<file path="src/rtl/cpu6_hazard_ctrl.sv">
// cpu6_hazard_ctrl: stall/flush sequencing and EX operand forwarding for the cpu6 pipeline.
// Optional feature macro: CPU6_HAZARD_PERFCNT_EN builds the stall/redirect counters.
module cpu6_hazard_ctrl (
   input  logic        clk,
   input  logic        reset,
   input  logic [4:0]  rs1D,
   input  logic [4:0]  rs2D,
   input  logic [4:0]  rs1E,
   input  logic [4:0]  rs2E,
   input  logic [4:0]  rdE,
   input  logic        regwriteE,
   input  logic        memtoregE,
   input  logic        branch_takenE,
   input  logic        jumpE,
   input  logic [4:0]  rdM,
   input  logic        regwriteM,
   input  logic [4:0]  rdW,
   input  logic        regwriteW,
   input  logic        dmem_reqM,
   input  logic        dmem_readyM,
   output logic        stallF,
   output logic        stallD,
   output logic        stallE,
   output logic        stallM,
   output logic        flushD,
   output logic        flushE,
   output logic        flushW,
   output logic [1:0]  forwardAE,
   output logic [1:0]  forwardBE,
   output logic        redirectE,
   output logic [31:0] stall_cycles,
   output logic [31:0] flush_events
);

   typedef enum logic [1:0] {
      StRun      = 2'b00,
      StRedirect = 2'b01,
      StMemwait  = 2'b10
   } state_e;

   state_e state_q, state_d;

   logic memwait;
   logic take;
   logic lduse;

   assign memwait = dmem_reqM & ~dmem_readyM;
   assign take    = branch_takenE | jumpE;
   assign lduse   = memtoregE & regwriteE & (rdE != 5'd0) &
                    ((rdE == rs1D) | (rdE == rs2D));

   // State register
   always_ff @(posedge clk or posedge reset) begin
      if (reset) begin
         state_q <= StRun;
      end else begin
         state_q <= state_d;
      end
   end

   // Next state: the wait dominates, a taken branch opens the fetch shadow.
   always_comb begin
      state_d = StRun;
      case (state_q)
         StRun, StRedirect, StMemwait: begin
            if (memwait) begin
               state_d = StMemwait;
            end else if (take) begin
               state_d = StRedirect;
            end else begin
               state_d = StRun;
            end
         end
         default: state_d = StRun;
      endcase
   end

   // Outputs. A finished wait (MEMWAIT without memwait) falls through to the RUN rules.
   always_comb begin
      stallF    = 1'b0;
      stallD    = 1'b0;
      stallE    = 1'b0;
      stallM    = 1'b0;
      flushD    = 1'b0;
      flushE    = 1'b0;
      flushW    = 1'b0;
      redirectE = 1'b0;
      if (!reset) begin
         if (memwait) begin
            stallF = 1'b1;
            stallD = 1'b1;
            stallE = 1'b1;
            stallM = 1'b1;
            flushW = 1'b1;
         end else if (take) begin
            redirectE = 1'b1;
            flushD    = 1'b1;
            flushE    = 1'b1;
         end else begin
            case (state_q)
               StRedirect: begin
                  // Discard the wrong-path word already in flight from the synchronous fetch.
                  flushD = 1'b1;
               end
               default: begin
                  if (lduse) begin
                     stallF = 1'b1;
                     stallD = 1'b1;
                     flushE = 1'b1;
                  end
               end
            endcase
         end
      end
   end

   // Forwarding: MEM result is younger than WB, so it wins; x0 is never forwarded.
   always_comb begin
      forwardAE = 2'b00;
      if (regwriteM && (rdM != 5'd0) && (rdM == rs1E)) begin
         forwardAE = 2'b10;
      end else if (regwriteW && (rdW != 5'd0) && (rdW == rs1E)) begin
         forwardAE = 2'b01;
      end
   end

   always_comb begin
      forwardBE = 2'b00;
      if (regwriteM && (rdM != 5'd0) && (rdM == rs2E)) begin
         forwardBE = 2'b10;
      end else if (regwriteW && (rdW != 5'd0) && (rdW == rs2E)) begin
         forwardBE = 2'b01;
      end
   end

`ifdef CPU6_HAZARD_PERFCNT_EN
   logic [31:0] stall_cnt_q;
   logic [31:0] flush_cnt_q;

   always_ff @(posedge clk or posedge reset) begin
      if (reset) begin
         stall_cnt_q <= 32'd0;
         flush_cnt_q <= 32'd0;
      end else begin
         if (stallF) begin
            stall_cnt_q <= stall_cnt_q + 32'd1;
         end
         if (redirectE) begin
            flush_cnt_q <= flush_cnt_q + 32'd1;
         end
      end
   end

   assign stall_cycles = stall_cnt_q;
   assign flush_events = flush_cnt_q;
`else
   assign stall_cycles = 32'd0;
   assign flush_events = 32'd0;
`endif

`ifndef SYNTHESIS
   a_state_legal: assert property (@(posedge clk) disable iff (reset)
      state_q inside {StRun, StRedirect, StMemwait});
   a_no_redirect_while_stalled: assert property (@(posedge clk) disable iff (reset)
      !(redirectE && stallF));
   a_no_fwd_x0_a: assert property (@(posedge clk) (forwardAE != 2'b00) |-> (rs1E != 5'd0));
   a_no_fwd_x0_b: assert property (@(posedge clk) (forwardBE != 2'b00) |-> (rs2E != 5'd0));
`endif

endmodule

</file>
<file path="config.mk">
export PLATFORM = sky130hd
export DESIGN_NAME = cpu6_hazard_ctrl
export DESIGN_NICKNAME = d
export VERILOG_FILES = /design/src/rtl/cpu6_hazard_ctrl.sv
export SDC_FILE = /design/constraint.sdc
export NUM_CORES = 1
export LEC_CHECK = 0
export BUFFER_PORTS_ARGS = -buffer_cell sky130_fd_sc_hd__buf_2
export CAP_MARGIN = 20
export CORE_MARGIN = 2
export CORE_UTILIZATION = 30
export DETAILED_ROUTE_END_ITERATION = 8
export PLACE_DENSITY_LB_ADDON = 0.2
export RECOVER_POWER = 100
export SLEW_MARGIN = 25
export SYNTH_ARGS = -nofsm -noshare
export SYNTH_HDL_FRONTEND = slang
export SYNTH_SLANG_ARGS = --single-unit
</file>
<file path="constraint.sdc">
create_clock -name clk -period 2.5 [get_ports clk]
set_clock_uncertainty 0.2 [all_clocks]
set_input_delay 0.5 -clock clk [delete_from_list [all_inputs] [get_ports clk]]
set_output_delay 0.5 -clock clk [all_outputs]
set_load 0.01 [all_outputs]
</file>
==> flow_summary.yaml <==
grt:
  grt_max_degree: 6
  grt.overflow.total: 0
  grt_first_pass_wirelength_um: 3110
  grt_pass1_vias: 762
  track_usage: 0.0971
  antenna_found_initial: 0
hold_path:
  hold_end: "state_q[1]"
  hp-class: "flip-flop to flip-flop"
  hp-start: "state_q[1]"
  hold_depth: 1
synth:
  synth_area_leaders: "buf_4 49%, xor2_1 20%, xnor2_1 5.1%, dfrtp_1 4.8%, or4_1 2.9%"
  synth_edf_count: 0
  synth_top_cell_by_area: "buf_4"
  synth_ff_type: "dfrtp_1"
  synth_top_area_frac: 0.487
  async_reset_ff_frac: 1.00
  syn_area_per_cell_um2: 7.70
  synth.most_common_cell: "buf_4"
  ys_types: 22
  synth-seq-cells: 2
  synth_common_cells: "67 x buf_4, 24 x xor2_1, 6 x xnor2_1"
  netlist_area_um2: 1030
  seq_area_frac_synth: 0.0485
  syn_inst: 134
  yosysWarnings: 0
detailed_routing:
  ant_nets: 0
  wl_per_cell_um: 8.51
  vias_per_cell: 3.67
  drt_iter0_drc: 8
  dr.pass1.iters: 3
  vias: 878
  wirelength_um: 2040
  drc_errors: 0
cts:
  cts_max_path_buffers: 2
  clk_pin_slew_ns: 0.03
  postCtsSetupBuffers: 0
  cts_tree: "yes"
  htreeDepth: 1
  cts_sinks: 2
  clk_latency_ns: 0.22
  cts_made_buffers: 3
  clockRootBuffer: "clkbuf_4"
run:
  maxCapViolCount: 0
setup_path:
  reg2reg_depth: 1
  critical_path.startpoint_type: "primary input"
  crit_family: "simple AND/OR/NAND/NOR gates"
  r2r_start: "state_q[0]"
  critical_path.max_fanout: 3
  rrSetupSlack_ns: 1.53
  critPathMaxStageDelay_ns: 0.52
  cp_num_buf_inv: 2
  r2r-end: "state_q[0]"
  required_ns: 1.80
  endpoint_kind: "primary output"
  setup.worst_path.class: "primary input to primary output"
  worstPathCellList: "buf_4 > xor2_1 > or4_4 > nor4_2 > buf_2"
  worstPathArrival_ns: 1.72
  slowest_stage: "or4_4"
placement:
  place.gp.congestion: 0.682
  dp_cells: 235
  place_ws_ns: -0.0333
  dp_hpwl_um: 1910
  port_buffers: 56
die:
  die_y_um: 62.7
  die_w_um: 62.7
  initial_core_util: 0.312
  dieArea_um2: 3930
  core-area_um2: 3310
  io_pins: 121
  rows: 21
timing:
  finalSetupViolCount: 0
  final_hold_viol_count: 0
  min_period_over_period: 0.968
  fin_setup_tns_ns: 0
  fin_crit_ns: 2.42
  final.setup.worst_slack_ns: 0.0804
  rsz0062_at_grt: "yes"
  hold_slack_ns: 0.259
  fmax_mhz: 413
  drv_slew: 0
layout:
  final_cells: 239
  layout.nets: 240
  top_register: "state_q"
  utilization: 0.361
  largest_reg_flops: 2
  antenna_cells: 0
  reg_top3: "state_q: 2 flops"
  fill_cells: 380
  area_growth_pct: 15.9
  drive_gt1_frac: 0.326
power:
  vdd_ir_drop_max_uv: 67.6
  p_leak_uw: 0.000652
  power_density_nw_per_um2: 239
  p_clk_frac: 0.246
  internal_power_uw: 158
  power_frac_seq: 0.129
  switching_share: 0.446
  power.switching_uw: 127
  power_frac_comb: 0.625
status:
  outcome: "finished clean"
## how the worst max path moves through the flow
stage,cells past startpoint,slack (ns),to,start
floorplan,4,0.17,forwardAE[0],rdM[1]
global placement,6,-0.02,forwardAE[0],rdM[1]
detailed placement,6,-0.03,forwardAE[0],rdM[1]
CTS,6,-0.03,forwardAE[0],rdM[1]
global route,5,-0.004,forwardAE[0],rdW[4]
finish,5,0.08,forwardBE[0],rdW[4]
## placed cells by master (no fill, tap or decap), drive strengths merged
master / count
a21oi: 2
a221oi: 1
a22oi: 1
buf: 48
clkbuf: 14
conb: 64
dfrtp: 2
dlygate4sd3: 1
inv: 2
nand2: 2
nand2b: 1
nand3: 4
nor2: 5
nor3: 2
nor4: 4
o2111a: 1
o21ai: 2
o22ai: 2
or4: 5
xnor2: 6
xor2: 24
## metrics by stage
stage | total power, uW | instance area, um^2
global placement | 209 | 1130
finish | 286 | 1200
global route | 312 | 1200
floorplan | 214 | 1270
detailed placement | 208 | 1130
CTS | 285 | 1160
## repair_timing
| action | 4_1_cts | 5_1_grt |
|---|---|---|
| hold buffers | 1 | 0 |
| endpoints found under the hold margin | 2 | 0 |
| setup endpoints to repair | 2 | 5 |
| resized for setup | 0 | 13 |
| pin swaps | 0 | 4 |
## power groups by stage
| stage | Combinational (uW) | Sequential, uW | Clock [uW] |
|---|---|---|---|
| global route | 199 | 37.1 | 75.6 |
| CTS | 173 | 36.8 | 75.0 |
| finish | 179 | 36.8 | 70.2 |
| global placement | 172 | 37.1 | 0 |
| floorplan | 178 | 36.8 | 0 |
| detailed placement | 171 | 37.1 | 0 |
## layout make-up
class	instances	area, um^2	share of cell area
sequential	2	50.0	0.0418
multi-input combinational	126	734	0.614
clock buffer	3	22.5	0.0188
inverter	2	7.51	0.00628
timing repair buffer	60	324	0.271
tap	46	57.6	0.0481
## cells by family (layout without fill, tap and decap cells)
kind of cell              after synthesis  count (layout)  share of synthesized area
AOI/OAI and AO/OA                       9               9                     0.0618
xor gates and xnor gates               30              30                      0.255
buffers and inverters                  69              65                      0.495
DFF                                     2               2                     0.0485
other                                   1              64                    0.00363
and+or+nand+nor                        23              23                      0.137
## layer usage
| metal | GRT usage | vias up | wire (um) |
|---|---|---|---|
| met5 | 0 | - | 0 |
| met4 | 0.0417 | 0 | 0 |
| met3 | 0.0234 | 0 | 264 |
| met2 | 0.173 | 70 | 1030 |
| met1 | 0.109 | 375 | 739 |
| li1 | - | 433 | - |
Note: power is estimated with default switching activity, not from simulation.
